$ cat src/rtl/rv32i_types.sv
// Shared RV32I fetch types.
// Holds the packed words latched by IF/ID (pc, register indices, branch
// prediction), the opcode enum, the fetch FSM state enum and the ibuf record.
package rv32i_types;

  typedef logic [31:0] rv32i_pc_word;

  typedef struct packed {
    logic [4:0] rd;
    logic [4:0] rs2;
    logic [4:0] rs1;
  } rv32i_reg_word;

  typedef struct packed {
    logic         taken;
    rv32i_pc_word target;
  } rv32i_brp_word;

  typedef enum logic [6:0] {
    op_lui   = 7'b0110111,
    op_auipc = 7'b0010111,
    op_jal   = 7'b1101111,
    op_jalr  = 7'b1100111,
    op_br    = 7'b1100011,
    op_load  = 7'b0000011,
    op_store = 7'b0100011,
    op_imm   = 7'b0010011,
    op_reg   = 7'b0110011,
    op_csr   = 7'b1110011
  } rv32i_opcode;

  typedef enum logic [1:0] {
    FETCH,
    DELIVER,
    DRAIN
  } fetch_state_t;

  // Fetched instruction held for delivery, kept in decoded form.
  typedef struct packed {
    rv32i_pc_word  pc;
    rv32i_opcode   opcode;
    logic [2:0]    funct3;
    logic [6:0]    funct7;
    rv32i_reg_word regs;
    rv32i_brp_word brp;
  } fetch_ibuf_t;

  localparam logic [31:0] PC_STEP         = 32'd4;
  localparam logic [31:0] ADDR_ALIGN_MASK = 32'hFFFF_FFFC;

endpackage

$ cat src/rtl/fetch_decode_fields.sv
// Combinational field split of one instruction word.
// Optional feature macro: STATIC_BTFN_PRED_EN (backward-taken/forward-not-taken
// static prediction for conditional branches). When undefined no immediate
// adder exists and the prediction is always not-taken to pc+4.
// Ports:
//   instr_i  : 32-bit instruction word
//   pc_i     : pc of that word
//   opcode_o : instr[6:0]
//   funct3_o : instr[14:12]
//   funct7_o : instr[31:25]
//   regs_o   : {rd, rs2, rs1}
//   brp_o    : {pred_taken, pred_target}
module fetch_decode_fields
  import rv32i_types::*;
(
  input  logic [31:0]   instr_i,
  input  rv32i_pc_word  pc_i,
  output rv32i_opcode   opcode_o,
  output logic [2:0]    funct3_o,
  output logic [6:0]    funct7_o,
  output rv32i_reg_word regs_o,
  output rv32i_brp_word brp_o
);

  rv32i_pc_word seq_pc;

  assign seq_pc = pc_i + PC_STEP;

  always_comb begin
    opcode_o = rv32i_opcode'(instr_i[6:0]);
    funct3_o = instr_i[14:12];
    funct7_o = instr_i[31:25];
    regs_o   = '{rd: instr_i[11:7], rs2: instr_i[24:20], rs1: instr_i[19:15]};
  end

`ifdef STATIC_BTFN_PRED_EN
  logic [31:0] b_imm;
  logic        is_branch;

  always_comb begin
    b_imm        = {{20{instr_i[31]}}, instr_i[7], instr_i[30:25], instr_i[11:8], 1'b0};
    is_branch    = (opcode_o == op_br);
    // Negative offset means a backward branch (loop), predicted taken.
    brp_o.taken  = is_branch & b_imm[31];
    brp_o.target = is_branch ? (pc_i + b_imm) : seq_pc;
  end
`else
  assign brp_o = '{taken: 1'b0, target: seq_pc};
`endif

endmodule

$ cat src/rtl/fetch_stage.sv
// IF stage of the 5-stage RV32I pipeline: owns the PC and the
// instruction-memory read handshake, and presents the fields of the
// fetched word to the IF/ID register.
// Optional feature macro: STATIC_BTFN_PRED_EN (see fetch_decode_fields).
// Ports:
//   clk, rst       : clock, synchronous active-high reset
//   stall          : hazard unit hold of IF/ID
//   redirect       : EX squash, new target on redirect_pc ([1:0] ignored)
//   imem_address   : word-aligned fetch address
//   imem_read      : read request, held until imem_resp
//   imem_rdata     : instruction word, valid with imem_resp
//   imem_resp      : one-cycle response strobe
//   load_id        : IF/ID load enable
//   pc_if .. brp_if: fields of the buffered instruction
module fetch_stage
  import rv32i_types::*;
#(
  parameter logic [31:0] RESET_PC = 32'h4000_0060
) (
  input  logic          clk,
  input  logic          rst,
  input  logic          stall,
  input  logic          redirect,
  input  logic [31:0]   redirect_pc,
  output logic [31:0]   imem_address,
  output logic          imem_read,
  input  logic [31:0]   imem_rdata,
  input  logic          imem_resp,
  output logic          load_id,
  output rv32i_pc_word  pc_if,
  output rv32i_opcode   opcode_if,
  output logic [2:0]    funct3_if,
  output logic [6:0]    funct7_if,
  output rv32i_reg_word regs_if,
  output rv32i_brp_word brp_if
);

  fetch_state_t  state_q, state_d;
  rv32i_pc_word  pc_q, pc_d;
  rv32i_pc_word  drain_addr_q, drain_addr_d;
  fetch_ibuf_t   ibuf_q, ibuf_d;

  rv32i_pc_word  redirect_target;
  rv32i_pc_word  next_pc;

  rv32i_opcode   dec_opcode;
  logic [2:0]    dec_funct3;
  logic [6:0]    dec_funct7;
  rv32i_reg_word dec_regs;
  rv32i_brp_word dec_brp;

  // The word is split as it arrives: the prediction is needed in the
  // response cycle to pick next_pc, so the decoded record is what ibuf holds.
  fetch_decode_fields u_decode (
    .instr_i  (imem_rdata),
    .pc_i     (pc_q),
    .opcode_o (dec_opcode),
    .funct3_o (dec_funct3),
    .funct7_o (dec_funct7),
    .regs_o   (dec_regs),
    .brp_o    (dec_brp)
  );

  assign redirect_target = redirect_pc & ADDR_ALIGN_MASK;
  assign next_pc         = dec_brp.taken ? dec_brp.target : (pc_q + PC_STEP);

  // State register
  always_ff @(posedge clk) begin
    if (rst) begin
      state_q <= FETCH;
    end else begin
      state_q <= state_d;
    end
  end

  // Next-state logic
  always_comb begin
    state_d = state_q;
    case (state_q)
      FETCH: begin
        if (imem_resp && !redirect) begin
          state_d = DELIVER;
        end else if (!imem_resp && redirect) begin
          state_d = DRAIN;
        end
      end
      DRAIN: begin
        if (imem_resp) begin
          state_d = FETCH;
        end
      end
      DELIVER: begin
        if (redirect || !stall) begin
          state_d = FETCH;
        end
      end
      default: state_d = FETCH;
    endcase
  end

  // Output logic
  always_comb begin
    imem_read    = 1'b0;
    imem_address = pc_q;
    load_id      = 1'b0;
    case (state_q)
      FETCH: begin
        imem_read = 1'b1;
      end
      DRAIN: begin
        imem_read    = 1'b1;
        imem_address = drain_addr_q;
      end
      DELIVER: begin
        load_id = !stall && !redirect;
      end
      default: ;
    endcase
    if (rst) begin
      imem_read = 1'b0;
      load_id   = 1'b0;
    end
  end

  // Datapath next-state
  always_comb begin
    pc_d         = pc_q;
    drain_addr_d = drain_addr_q;
    ibuf_d       = ibuf_q;
    case (state_q)
      FETCH: begin
        if (imem_resp) begin
          if (redirect) begin
            pc_d = redirect_target;
          end else begin
            ibuf_d = '{pc: pc_q, opcode: dec_opcode, funct3: dec_funct3,
                       funct7: dec_funct7, regs: dec_regs, brp: dec_brp};
            pc_d   = next_pc;
          end
        end else if (redirect) begin
          drain_addr_d = pc_q;
          pc_d         = redirect_target;
        end
      end
      DRAIN, DELIVER: begin
        if (redirect) begin
          pc_d = redirect_target;
        end
      end
      default: ;
    endcase
  end

  always_ff @(posedge clk) begin
    if (rst) begin
      pc_q         <= RESET_PC;
      drain_addr_q <= '0;
      ibuf_q       <= '0;
    end else begin
      pc_q         <= pc_d;
      drain_addr_q <= drain_addr_d;
      ibuf_q       <= ibuf_d;
    end
  end

  assign pc_if     = ibuf_q.pc;
  assign opcode_if = ibuf_q.opcode;
  assign funct3_if = ibuf_q.funct3;
  assign funct7_if = ibuf_q.funct7;
  assign regs_if   = ibuf_q.regs;
  assign brp_if    = ibuf_q.brp;

endmodule

$ cat config.mk
export PLATFORM = sky130hd
export DESIGN_NAME = fetch_stage
export DESIGN_NICKNAME = d
export VERILOG_FILES = /design/src/rtl/rv32i_types.sv /design/src/rtl/fetch_decode_fields.sv /design/src/rtl/fetch_stage.sv
export SDC_FILE = /design/constraint.sdc
export NUM_CORES = 1
export LEC_CHECK = 0
export CAP_MARGIN = 20
export CELL_PAD_IN_SITES_DETAIL_PLACEMENT = 1
export CELL_PAD_IN_SITES_GLOBAL_PLACEMENT = 2
export CORE_MARGIN = 2
export CORE_UTILIZATION = 27
export DETAILED_ROUTE_END_ITERATION = 8
export GPL_TIMING_DRIVEN = 0
export PLACE_DENSITY = 0.85
export SLEW_MARGIN = 20
export SYNTH_ARGS = -nofsm -noshare
export SYNTH_HDL_FRONTEND = slang
export SYNTH_SLANG_ARGS = --single-unit
$ cat constraint.sdc
create_clock -name clk -period 2.8 [get_ports clk]
set_clock_uncertainty 0.1 [all_clocks]
set_input_delay 0.56 -clock clk [delete_from_list [all_inputs] [get_ports clk]]
set_output_delay 0.56 -clock clk [all_outputs]
set_load 0.01 [all_outputs]
-- Word-level counts from Yosys, hierarchy flattened
Index checks and enable logic that the tools add are counted.
W data, S select, Z words.
- shift-type cells: 0
- add/sub/neg operators: 1
- multiply operators: 0
- bitwise gates (word level): 2
- eq/ne operators: 5
- div/mod/pow operators: 0
- multiplexer cells: 14
- reductions and logical operators: 14
- magnitude comparators: 0
- operators by type and width (operator ; number):
    $mux W32 ; 4
    $pmux W32 S2 ; 1
    $add A32 B3 Y32 const B ; 1
    $reduce_and A3 Y1 ; 3
    $mux W2 ; 4
    $pmux W2 S3 ; 1
    $mux W1 ; 4
    $ne A2 B2 Y1 const B ; 2
    $reduce_or A2 Y1 ; 2
    $logic_and A1 B1 Y1 ; 3
    $logic_not A1 Y1 ; 3
    $ne A3 B3 Y1 const B ; 1
    $eq A2 B1 Y1 const B ; 1
    $eq A2 B2 Y1 const B ; 1
    $logic_not A2 Y1 ; 1
    $not A1 Y1 ; 2
    $reduce_bool A2 Y1 ; 1
    $logic_or A1 B1 Y1 ; 1
- memories kept: 0
- bits in writable memories: 0
- latch bits: 0
- logic and storage cells: 47
- memory bits (read-only): 0
- output and inout bits: 131
- register bits: 162

-- Depth between registers and ports, before layout
- depth after elaboration: 5
- mapped depth: 9
- depth with buffers taken out: 7

-- Cells and area by module
A second synthesis with hierarchy kept.
- cells, all modules: 1130
- area, all modules: 8495.6 um2
- by module, submodules not included (module ; times used ; area an instance (um2) ; sequential area each (um2) ; cells each):
    fetch_stage ; 1 ; 7663.6 ; 3263.1 ; 1013
    fetch_decode_fields ; 1 ; 832.0 ; 0.0 ; 117

-- Worst setup path after synthesis
No wires, ideal clock.
- path kind: input-to-reg
- from: input port redirect
- to: register state_q[1]
- arrival time: 2.257 ns
- buffers on the path: 2
- stages: 7
- slack: 0.373 ns
- required time: 2.630 ns
- cells stage by stage: buf_2 -> inv_1 -> clkbuf_1 -> ha_1 -> a221o_1 -> or3b_2 -> a21oi_1
- longest elaborated chain between the ends: 4
- elaborated cells between the ends (all ways): 9
- RTL lines (what ; line ; text):
    start, declared ; fetch_stage.sv:23 ; input logic redirect,
    $logic_not A1 Y1 ; fetch_stage.sv:81 ; if (imem_resp && !redirect) begin
    $logic_and A1 B1 Y1 ; fetch_stage.sv:81 ;
    $ne A3 B3 Y1 (no source line) or $mux W2 (tied branches) ; - ;
    $reduce_and A3 Y1 (no source line) or $pmux W2 S3 (tied branches) ; - ;
    end signal, assigned ; fetch_stage.sv:72 ; state_q <= state_d;
    end, declared ; fetch_stage.sv:38 ; fetch_state_t state_q, state_d;
Parallel ways exist; a longest one is shown, timed or not.
A chain may end at the register's enable or synchronous reset.

-- Worst setup path after layout
- from: register state_q[0]
- to: output port imem_address[14]
- longest elaborated chain between the ends: 2
- RTL lines (what ; line ; text):
    $eq A2 B2 Y1 ; fetch_stage.sv:106 ; case (state_q)
    $mux W32 ; fetch_stage.sv:106 ;
    end, declared ; fetch_stage.sv:25 ; output logic [31:0] imem_address,
Every way passes these cells.

==> results.json <==
{
  "grt_pass1_vias": 7353,
  "tns_ns": 0,
  "synth_top_cells_by_count": "nand2_1 (224), dfxtp_1 (160), a21oi_1 (128)",
  "worstPathMaxFanout": 10,
  "die_w_um": 167,
  "synth_ff_type": "dfxtp_1",
  "drcViolationCount": 0,
  "drive_gt1_share_pct": 11.2,
  "grt_max_degree": 17,
  "syn_area_per_cell_um2": 7.97,
  "status": "complete, no violations",
  "gr-total-overflow": 0,
  "syn_inst": 898,
  "path_clk_slew_ns": 0.07,
  "crit_type": "flop to output port",
  "multiInputGateArea_um2": 3630,
  "hpwl_um": 21300,
  "rows": 59,
  "synth-adder-area-share_pct": 1.22,
  "irDropWorstVdd_v": 0.000298,
  "post-route-min-period_ns": 2.74,
  "drt_iter0_drc": 437,
  "syn-cell-area_um2": 7160,
  "cellPowerDensity_nw_per_um2": 617,
  "cts.sinks": 160,
  "placed_cells": 1428,
  "finalWeightedCongestion": 0.842,
  "drtPass1Iterations": 6,
  "fin_cells": 1462,
  "yosys.cell_types.count": 58,
  "p_leak_nw": 3.73,
  "finalSetupViolCount": 0,
  "post-route-cell-area_um2": 10300,
  "wl_um": 28700,
  "wl_per_cell_um": 19.6,
  "arrival_ns": 2.08,
  "syn-num-nets": 974,
  "drv_cap": 0,
  "cp_common_cell": "clkbuf_8",
  "fmax_mhz": 364,
  "synth_top_family_by_area": "simple AND/OR/NAND/NOR gates",
  "htree_num_levels": 4,
  "slowest_stage": "mux2_2",
  "critPathLaunchType": "flop",
  "cp_cell_sequence": "inv_1 -> ha_2 -> clkbuf_8 -> clkbuf_8 -> mux2_2 -> dlygate4sd2_1",
  "antenna_found_initial": 0,
  "worst_slew_pin_slew_ns": 0.734,
  "post_dp_cell_area_um2": 9530,
  "core_area_um2": 26100,
  "drv_slew": 0,
  "async_reset_ff_share_pct": 0,
  "initial_utilization_pct": 27.5,
  "clockRootBuffer": "clkbuf_16",
  "vias_per_cell": 5.08,
  "io_pins": 200,
  "synth-seq-cells": 160,
  "synth_compound_area_share_pct": 18.5,
  "hp-class": "flop to flop",
  "n_fill_cell": 3109,
  "synthMuxAreaShare_pct": 4.84,
  "max_slew_margin_pct": 51.1,
  "chipHeight_um": 167,
  "yosysTopAreaCell": "dfxtp_1",
  "vias": 7429,
  "holdWs_ns": 0.355,
  "grtUsageTotal_pct": 20.0,
  "ant_nets": 0,
  "grt_pass1_wl_um": 43200,
  "synth_xor_area_share_pct": 3.30,
  "slowest_delay_ns": 0.38,
  "clk_latency_ns": 0.44,
  "setup_slack_ns": 0.0555,
  "synth_seq_area_share_pct": 44.7,
  "synth-edff-count": 0,
  "synth_area_leaders": "dfxtp_1 (45%), nand2_1 (12%), a21oi_1 (8.9%)",
  "cts_tree": "built",
  "cts_max_path_buffers": 2,
  "yosysWarnings": 0,
  "hold_viol": 0,
  "dieArea_um2": 27800,
  "ff_latch_area_um2": 3200,
  "synth_top_area_share_pct": 44.7,
  "yosysMostFrequentCell": "nand2_1",
  "nets": 1190,
  "num_antenna_cells": 0,
  "fin_crit_sh_pct": 98.0,
  "end_kind": "output port",
  "area_growth_pct": 43.5,
  "rsz0062_at_grt": "true",
  "synth_simple_gate_area_share_pct": 21.9,
  "cts_buffers": 17,
  "post-place-ws_ns": -1.44,
  "required_ns": 2.14,
  "hold_buffers": 0,
  "port_buffers": 195
}
[registers in the layout (all words and copies together) (netlist names)]
signal / count
regs_if: 15
funct7_if: 7
state_q: 2
pc_q: 32
brp_if: 30
pc_if: 32
opcode_if: 7
funct3_if: 3
drain_addr_q: 32
[what timing repair did]
action / 4_1_cts / 5_1_grt
endpoints found under the setup margin: 131 / 16
setup buffers: 2 / 0
gates resized for setup: 84 / 6
pin swaps: 1 / 0
[cell type report]
cell class	instances	share of cell area, %
Buffer	86	4.20
Inverter	10	0.365
Timing Repair Buffer	197	18.8
Multi-Input combinational cell	642	35.3
Sequential cell	160	31.2
Clock inverter	14	1.83
Tap cell	335	4.08
Clock buffer	18	4.27
[path summary, 6_finish.rpt]
check | slack (ns) | end | startpoint | cells after the start
worst max-delay path | 0.06 | imem_address[14] | state_q[0]$_SDFFE_PP0P_ | 6
worst min-delay path | 0.35 | drain_addr_q[14]$_SDFFE_PP0P_ | drain_addr_q[14]$_SDFFE_PP0P_ | 2
worst max register to register | 0.18 | pc_q[24]$_SDFFE_PP0P_ | state_q[0]$_SDFFE_PP0P_ | 8
worst min register to register | 0.35 | drain_addr_q[14]$_SDFFE_PP0P_ | drain_addr_q[14]$_SDFFE_PP0P_ | 2
[where the power goes]
group / switching (W) / internal (W) / leakage [nW] / total [W]
logic: 0.000738 / 0.000567 / 2.12 / 0.00130
clock network: 0.00107 / 0.00146 / 0.311 / 0.00253
registers: 0.0000846 / 0.00242 / 1.31 / 0.00250
[critical path: cells and delay by family, from the launching register on]
kind	cells	cell delay [ns]
fa+ha+maj	1	0.21
flops	1	0.34
mux	1	0.38
buf+inv	4	0.73
[metal layers]
layer	global-route usage (%)	vias up	wire, um
li1	-	3532	-
met1	26.4	3619	12900
met2	33.4	240	13600
met3	3.23	38	1530
met4	6.56	0	659
met5	0	-	0
[cells in the final DEF (no fill, tap or decap), types with 4 or more instances in the layout]
cell type,count
nor3_1,8
inv_6,7
buf_4,6
xnor2_1,14
buf_2,13
inv_1,10
nor2_1,39
a31oi_1,10
nand2_1,224
clkbuf_16,17
o21ai_0,35
and4_1,5
mux2_2,29
clkbuf_8,4
clkbuf_1,42
clkbuf_4,5
nand4_1,10
a211oi_1,13
xor2_1,13
and2_1,7
and3_1,8
clkbuf_2,14
a21oi_1,127
clkdlybuf4s50_1,161
o22ai_1,5
dfxtp_1,160
nor3b_1,5
nand3_1,17
ha_1,6
dlygate4sd2_1,33
a22oi_1,8
buf_1,4
[metrics by stage]
step           utilization [%]  total power [W]
2_1_floorplan                -          0.00318
4_1_cts                   39.3          0.00638
3_3_place_gp              36.6          0.00382
6_report                  39.4          0.00634
5_1_grt                   39.4          0.00658
3_5_place_dp              36.6          0.00384
[cell families (layout without fill, tap and decap cells)]
kind of cell / count (synthesis) / after routing
buffers and inverters: 96 / 325
flip-flops: 160 / 160
AND/OR/NAND/NOR: 347 / 347
multiplexers: 31 / 31
AO/OA/AOI/OAI: 229 / 229
XOR/XNOR: 27 / 27
other: 1 / 1
adder cells (fa/ha/maj): 7 / 7
(Power assumes the default switching activity.)
